--- src/rtl/branch_target_predictor.sv ---
// Direct-mapped BTB with 2-bit direction counters; registered one-cycle lookup.
// Optional macro BTB_BYPASS_EN forwards a same-cycle update into the lookup result.
module branch_target_predictor #(
  parameter int ADDR_WIDTH = 32,
  parameter int INDEX_BITS = 4
) (
  input  logic                  Clock,
  input  logic                  Reset,
  input  logic                  Tick,
  input  logic                  lookup_valid,
  input  logic [ADDR_WIDTH-1:0] lookup_pc,
  input  logic                  flush,
  input  logic                  upd_valid,
  input  logic [ADDR_WIDTH-1:0] upd_pc,
  input  logic                  upd_taken,
  input  logic [ADDR_WIDTH-1:0] upd_target,
  output logic                  pred_valid,
  output logic                  pred_hit,
  output logic                  pred_taken,
  output logic [ADDR_WIDTH-1:0] pred_target,
  output logic                  load_en
);

  localparam int ENTRIES  = 1 << INDEX_BITS;
  localparam int TAG_BITS = ADDR_WIDTH - INDEX_BITS - 2;

  logic                  valid_reg  [ENTRIES];
  logic [TAG_BITS-1:0]   tag_reg    [ENTRIES];
  logic [ADDR_WIDTH-1:0] target_reg [ENTRIES];
  logic [1:0]            ctr_reg    [ENTRIES];

  logic                  pred_valid_reg;
  logic                  pred_hit_reg;
  logic                  pred_taken_reg;
  logic [ADDR_WIDTH-1:0] pred_target_reg;

  logic [INDEX_BITS-1:0] lookup_index;
  logic [TAG_BITS-1:0]   lookup_tag;
  logic [INDEX_BITS-1:0] upd_index;
  logic [TAG_BITS-1:0]   upd_tag;
  logic                  unused_pc_bits;

  assign lookup_index   = lookup_pc[INDEX_BITS+1:2];
  assign lookup_tag     = lookup_pc[ADDR_WIDTH-1:INDEX_BITS+2];
  assign upd_index      = upd_pc[INDEX_BITS+1:2];
  assign upd_tag        = upd_pc[ADDR_WIDTH-1:INDEX_BITS+2];
  assign unused_pc_bits = ^{lookup_pc[1:0], upd_pc[1:0]};

  // Post-update image of the entry addressed by upd_pc.
  logic                  upd_hit;
  logic                  upd_write;
  logic                  wr_valid;
  logic [TAG_BITS-1:0]   wr_tag;
  logic [ADDR_WIDTH-1:0] wr_target;
  logic [1:0]            wr_ctr;

  always_comb begin
    upd_hit   = valid_reg[upd_index] && (tag_reg[upd_index] == upd_tag);
    upd_write = 1'b0;
    wr_valid  = valid_reg[upd_index];
    wr_tag    = tag_reg[upd_index];
    wr_target = target_reg[upd_index];
    wr_ctr    = ctr_reg[upd_index];
    if (upd_valid && !flush) begin
      if (upd_hit) begin
        upd_write = 1'b1;
        if (upd_taken) begin
          wr_target = upd_target;
          if (wr_ctr != 2'd3) wr_ctr = wr_ctr + 2'd1;
        end else if (wr_ctr != 2'd0) begin
          wr_ctr = wr_ctr - 2'd1;
        end
      end else if (upd_taken) begin
        upd_write = 1'b1;
        wr_valid  = 1'b1;
        wr_tag    = upd_tag;
        wr_target = upd_target;
        wr_ctr    = 2'd2;
      end
    end
  end

  logic [ENTRIES-1:0] entry_we;

  for (genvar gi = 0; gi < ENTRIES; gi++) begin : g_entry_we
    assign entry_we[gi] = upd_write && (upd_index == INDEX_BITS'(gi));
  end

  // Flush only clears valid bits; allocation always rewrites the counter.
  always_ff @(posedge Clock or posedge Reset) begin
    if (Reset) begin
      for (int i = 0; i < ENTRIES; i++) begin
        valid_reg[i]  <= 1'b0;
        tag_reg[i]    <= '0;
        target_reg[i] <= '0;
        ctr_reg[i]    <= 2'd0;
      end
    end else if (Tick) begin
      for (int i = 0; i < ENTRIES; i++) begin
        if (flush) begin
          valid_reg[i] <= 1'b0;
        end else if (entry_we[i]) begin
          valid_reg[i]  <= wr_valid;
          tag_reg[i]    <= wr_tag;
          target_reg[i] <= wr_target;
          ctr_reg[i]    <= wr_ctr;
        end
      end
    end
  end

  logic                  rd_valid;
  logic [TAG_BITS-1:0]   rd_tag;
  logic [ADDR_WIDTH-1:0] rd_target;
  logic [1:0]            rd_ctr;
  logic                  look_hit;

  always_comb begin
    rd_valid  = valid_reg[lookup_index];
    rd_tag    = tag_reg[lookup_index];
    rd_target = target_reg[lookup_index];
    rd_ctr    = ctr_reg[lookup_index];
`ifdef BTB_BYPASS_EN
    if (upd_write && (upd_index == lookup_index)) begin
      rd_valid  = wr_valid;
      rd_tag    = wr_tag;
      rd_target = wr_target;
      rd_ctr    = wr_ctr;
    end
`endif
    // A flush in the lookup cycle forces a miss regardless of table contents.
    look_hit = rd_valid && (rd_tag == lookup_tag) && !flush;
  end

  always_ff @(posedge Clock or posedge Reset) begin
    if (Reset) begin
      pred_valid_reg  <= 1'b0;
      pred_hit_reg    <= 1'b0;
      pred_taken_reg  <= 1'b0;
      pred_target_reg <= '0;
    end else if (Tick) begin
      pred_valid_reg  <= lookup_valid;
      pred_hit_reg    <= look_hit;
      pred_taken_reg  <= look_hit && rd_ctr[1];
      pred_target_reg <= look_hit ? rd_target : '0;
    end
  end

  assign pred_valid  = pred_valid_reg;
  assign pred_hit    = pred_hit_reg;
  assign pred_taken  = pred_taken_reg;
  assign pred_target = pred_target_reg;
  assign load_en     = pred_valid_reg && pred_taken_reg;

endmodule
--- config.mk ---
export PLATFORM = sky130hd
export DESIGN_NAME = branch_target_predictor
export DESIGN_NICKNAME = d
export VERILOG_FILES = /design/src/rtl/branch_target_predictor.sv
export SDC_FILE = /design/constraint.sdc
export NUM_CORES = 2
export LEC_CHECK = 0
export CAP_MARGIN = 20
export CORE_AREA = 2 2 335 337
export CTS_BUF_LIST = sky130_fd_sc_hd__clkbuf_2 sky130_fd_sc_hd__clkbuf_4 sky130_fd_sc_hd__clkbuf_8
export DETAILED_ROUTE_END_ITERATION = 10
export DIE_AREA = 0 0 337 339
export PLACE_DENSITY = 0.66
export SKIP_LAST_GASP = 1
export SLEW_MARGIN = 20
export SYNTH_ARGS = -nofsm -noshare
export SYNTH_HDL_FRONTEND = slang
export SYNTH_SLANG_ARGS = --single-unit
--- constraint.sdc ---
create_clock -name Clock -period 46 [get_ports Clock]
set_clock_uncertainty 0.2 [all_clocks]
set_input_delay 9.2 -clock Clock [delete_from_list [all_inputs] [get_ports Clock]]
set_output_delay 9.2 -clock Clock [all_outputs]
set_load 0.01 [all_outputs]
== Yosys cells after proc, flatten, opt, wreduce, memory -nomap -nowiden ==
Cells that the tools add are included.

* Add/subtract/negate cells: 2
* Eq/ne operators: 18
* Multipliers: 0
* Order comparisons: 2
* Shift-type cells: 0
* Div/mod/pow operators: 0
* Reductions and logical operators: 73
* Bitwise gates (word level): 3
* Mux-type cells: 74

{| class="wikitable"
|+ Operator list
! cell !! count
|-
| binary-select mux 32 bit (select 4 bit) || 2
|-
| 2-to-1 mux 32 bit || 7
|-
| binary-select mux 26 bit (select 4 bit) || 2
|-
| 2-to-1 mux 26 bit || 7
|-
| == test 26 bit || 2
|-
| AND reduction 3 bit || 16
|-
| 2-to-1 mux 1 bit || 42
|-
| nonzero test 2 bit || 17
|-
| == test 4 bit, second input constant || 8
|-
| AND reduction 2 bit || 16
|-
| logical AND 1 bit || 22
|-
| 2-to-1 mux 2 bit || 10
|-
| binary-select mux 2 bit (select 4 bit) || 2
|-
| == test 4 x 3 -> 1 bit, second input constant || 4
|-
| >= comparator 5 bit, second input constant || 2
|-
| NOT 4 -> 5 bit || 2
|-
| binary-select mux 1 bit (select 4 bit) || 2
|-
| == test 4 x 2 -> 1 bit, second input constant || 2
|-
| == test 4 x 1 -> 1 bit, second input constant || 1
|-
| zero test 4 bit || 1
|-
| adder 2 x 1 -> 2 bit, second input constant || 1
|-
| inequality test 2 bit, second input constant || 1
|-
| subtractor 2 x 1 -> 2 bit, second input constant || 1
|-
| zero test 1 bit || 1
|-
| NOT 1 bit || 1
|}

* Register bits: 1011
* Logic and storage cells: 240
* Memories: 0
* Output and inout port bits: 36
* Bits in latches: 0
* Input port bits: 103
* RAM bits: 0
* Bits in read-only memories: 0

== Logic depth before layout (Yosys ltp) ==
* Depth in word-level cells: 11
* Gate-level depth with buffers: 17

== Worst setup path after synthesis ==
OpenSTA, ideal clock, no wires.

* Kind: in2reg
* Start: input port upd_pc[2]
* End: register target_reg[29] (netlist bit)
* Required time: 45.672 ns
* Arrival time: 12.856 ns
* Stages on the path: 12
* Path slack: 32.817 ns
* Path buffers: 8
* Cell sequence: buf_4 buf_4 buf_4 buf_2 buf_2 buf_2 buf_1 mux4_2 mux4_2 mux2_2 clkbuf_1 mux2_1

* Longest elaborated chain between the ends: 10
* Elaborated cells between the ends (all ways): 19
* Classes of those cells: eq/ne (2); mux (13); bitwise (1); reduce/logical (3)

{| class="wikitable"
|+ RTL lines
! what !! RTL line !! RTL
|-
| start, declared || 14 || <nowiki>input logic [ADDR_WIDTH-1:0] upd_pc,</nowiki>
|-
| NOT 4 -> 5 bit (implied by the code) || 58, 62 ||
|-
| binary-select mux 26 bit (select 4 bit) || 58 || <nowiki>upd_hit = valid_reg[upd_index] && (tag_reg[upd_index] == upd_tag);</nowiki>
|-
| 2-to-1 mux 26 bit (implied by the code) (2 in a row) || 58 ||
|-
| == test 26 bit || 58 ||
|-
| logical AND 1 bit || 58 ||
|-
| 2-to-1 mux 1 bit || 65 || <nowiki>if (upd_hit) begin</nowiki>
|-
| 2-to-1 mux 1 bit || 64 || <nowiki>if (upd_valid && !flush) begin</nowiki>
|-
| logical AND 1 bit || 86 || <nowiki>assign entry_we[gi] = upd_write && (upd_index == INDEX_BITS'(gi));</nowiki>
|-
| AND reduction 3 bit (no source line) || - ||
|-
| end signal, assigned by index || 105 || <nowiki>target_reg[i] <= wr_target;</nowiki>
|-
| end, declared || 29 || <nowiki>logic [ADDR_WIDTH-1:0] target_reg [ENTRIES];</nowiki>
|}

Several ways; a longest one is shown, not always the timed one. The select of a mux whose other input is x is not followed.
A chain may end at the register's enable or synchronous reset.

== Worst setup path in the final report ==
* Start: input port upd_pc[3]
* End: register tag_reg[328] (netlist bit)

* Longest elaborated chain between the ends: 10
* Elaborated cells between the ends (all ways): 17
* Classes of those cells: eq/ne (2); mux (11); bitwise (1); reduce/logical (3)

{| class="wikitable"
|+ RTL lines
! what !! RTL line !! RTL
|-
| NOT 4 -> 5 bit (implied by the code) || 58, 61 ||
|-
| binary-select mux 26 bit (select 4 bit) || 58, 61 ||
|-
| 2-to-1 mux 26 bit (implied by the code) (2 in a row) || 58, 61 ||
|-
| == test 26 bit || 58 ||
|-
| logical AND 1 bit || 58 ||
|-
| 2-to-1 mux 1 bit || 65 ||
|-
| 2-to-1 mux 1 bit || 64 ||
|-
| logical AND 1 bit || 86 ||
|-
| AND reduction 3 bit (no source line) || - ||
|-
| end signal, assigned by index || 104 || <nowiki>tag_reg[i] <= wr_tag;</nowiki>
|-
| end, declared || 28 || <nowiki>logic [TAG_BITS-1:0] tag_reg [ENTRIES];</nowiki>
|}

Several ways; a longest one is shown, not always the timed one. The select of a mux whose other input is x is not followed.

==> summary.txt <==
cts-stage hold buffer count: 0
Total Routed Length: 160000 um
GRT Total Usage: 0.284
Routed Antenna Nets: 0
CTS buffer count: 174
Synthesized Nets: 3619
Worst Path Max Fanout: 49
global-route wire length before repair: 242000 um
Post-DP HPWL: 91700 um
Area after DPL: 57100 sq um
unrepaired setup endpoints after global routing: no
cell row count: 122
GRT overflow: 0
vias in the first global route: 37200
die area: 114000 sq um
met2 WL: 78600 um
Chip Width: 337 um
WL per Instance: 30.8 um
#FFs+latches synth: 1011
max reg flops: 512
VDD IR max: 0.0000234 V
Yosys top cell area share: 0.460
Initial Util: 0.498
clock latency on the worst-skew pair: 0.89 ns
Startpoint Class: input pin
status: complete, no violations
layout cells sized above 1: 0.475
setup TNS: 0 ns
Worst Path Arrival: 16.07 ns
max_cap viols: 0
metal3 WL: 11000 um
Iter 0 DRT Violations: 2946
# DRC: 0
CTS Buffer Depth: 3
Crit Path Category: in -> reg
FFs w/ async S/R, synth: 1.00
Syn. warnings: 0
core area: 110000 sq um
most frequent cells after synthesis: 1011 x dfrtp_1, 772 x mux2_2, 544 x mux4_2
Max-Slew Margin vs Limit: 0.194
Die H: 339 um
fill count: 8685
port bufs: 134
CTS tree: built
Mapped Cells: 3516
initial antenna violation count: 8
Finished Layout Cells: 5176
largest net degree at the start of global routing: 170
Synth-to-Final Area Change: 10.8%
# IOs: 139
Layout Utilization: 0.552
dpl cells: 4863
Hold Crit Class: reg -> reg
crit path launch: upd_pc[3]
Max Used Layer: met5
biggest area consumer among synthesized cells: dfrtp_1
Critical R2R Launch: tag_reg[41]
largest cells by area after synthesis: dfrtp_1 46%, mux4_2 22%, mux2_2 16%
post-route cell area: 61000 sq um
Hold Fails Final Rpt: 0
sequential-to-total area share from yosys stat: 0.460
Register-to-Register Setup Slack: 40.55 ns
Pleak: 28.5 nW
Root Driver: clkbuf_8
Post-synth EDFFs: 0
vias per cell: 6.61
Worst setup endpoint: tag_reg[328]
syn_area_per_cell: 15.6 sq um
Post-Syn Area: 55000 sq um
Main synth FF type: dfrtp_1
Reg clk slew, reported paths: 0.06 ns
reg2reg path depth: 10
Tmin final: 15.52 ns
met1 wire length: 64900 um
PwrDens: 32.0 nW/um^2
Sink Count: 1011
Critical Path RT: 46.54 ns
R2R Path End: tag_reg[328]
max-slew violations: 0
First-pass DRT Iterations: 5
final net count: 3655
Tcrit/Tclk final: 0.337
Via Count: 34200
Synth cell types: 69
Max Clk Rate: 64.4 MHz
final worst setup slack: 30.48 ns
final setup violation count: 0
Tightest Pin Transition: 1.21 ns
cell with the most instances after synthesis: dfrtp_1
postcts setup bufs: 0
post-cts resize count: 0
H-tree depth: 4
pre-CTS setup slack: 29.64 ns
Worst Setup End Kind: flop
gpl congestion: 0.868
[cell families after synthesis]
kind of cell | count (synthesis) | share of synthesized area
flip-flops | 1011 | 0.460
multiplexers | 1686 | 0.456
adder cells (fa/ha/maj) | 1 | 0.000182
AND/OR/NAND/NOR | 172 | 0.0156
buffers and inverters | 416 | 0.0360
AO/OA/AOI/OAI | 174 | 0.0233
XOR/XNOR | 56 | 0.00892
[per-layer routing]
metal,vias up,track usage
li1,13800,-
met1,18700,0.382
met2,1418,0.458
met3,350,0.0581
met4,6,0.109
met5,-,0
[per-stage QoR]
step	power (mW)	hold slack (ns)
5_1_grt	2.02	0.313
6_report	1.95	0.293
3_3_place_gp	1.08	0.268
2_1_floorplan	1.04	0.259
4_1_cts	1.97	0.296
3_5_place_dp	1.09	0.283
[critical path, cell delays in order]
cell      delay, ns
buf_8          0.34
buf_4          0.75
buf_4          0.80
mux4_2         0.61
mux2i_1        0.39
xnor2_1        0.18
nor2_1         0.14
nor4_1         0.50
nand4b_4       0.36
o41ai_4        0.91
nand2_4        0.61
buf_4          0.61
mux2_1         0.43
[how the worst min path moves through the flow]
stage                      startpoint           to  cells past startpoint
final                     ctr_reg[20]  ctr_reg[20]                      1
after global placement    ctr_reg[26]  ctr_reg[26]                      1
after floorplan           ctr_reg[26]  ctr_reg[26]                      1
after global routing      ctr_reg[18]  ctr_reg[18]                      1
after CTS                 ctr_reg[20]  ctr_reg[20]                      1
after detailed placement  ctr_reg[20]  ctr_reg[20]                      1
[power by group]
group	switching, mW	internal [mW]	total [mW]
registers	0.0104	0.903	0.913
clock network	0.387	0.492	0.879
logic	0.0961	0.0627	0.159
total	0.493	1.46	1.95
[area by class of cell]
class,count,area (sq um),share of cell area
clock inverters,33,322,0.00527
well taps,1488,1860,0.0305
flip-flops and latches,1011,25300,0.415
inverters,85,329,0.00540
diodes,3,7.51,0.000123
multi-input cells,2089,27900,0.457
clock buffers,276,3440,0.0564
repair buffers,191,1840,0.0301
[cell usage in the layout (no fill, tap or decap), types with 6 or more instances in the layout]
| cell type | Yosys | routed |
|---|---|---|
| clkdlybuf4s50_1 | 0 | 125 |
| nor2_1 | 30 | 29 |
| nor2b_1 | 11 | 10 |
| mux2_1 | 249 | 249 |
| clkinv_2 | 0 | 16 |
| mux4_2 | 544 | 544 |
| nor4_1 | 7 | 6 |
| mux2i_2 | 7 | 7 |
| nand4_1 | 7 | 7 |
| xnor2_1 | 38 | 38 |
| mux2_4 | 13 | 13 |
| inv_1 | 83 | 80 |
| o21ai_0 | 13 | 13 |
| a22oi_1 | 24 | 24 |
| mux2i_1 | 99 | 99 |
| buf_4 | 12 | 53 |
| xor2_1 | 18 | 18 |
| clkbuf_4 | 0 | 58 |
| o22ai_1 | 39 | 39 |
| nand3_1 | 18 | 18 |
| clkbuf_8 | 0 | 219 |
| mux2_2 | 772 | 772 |
| nor3_1 | 7 | 7 |
| a21oi_1 | 48 | 48 |
| nand2_1 | 62 | 45 |
| o221ai_1 | 6 | 6 |
| nand2_4 | 0 | 16 |
| and2_1 | 5 | 6 |
| dfrtp_1 | 1011 | 1011 |
(Power assumes the default switching activity.)
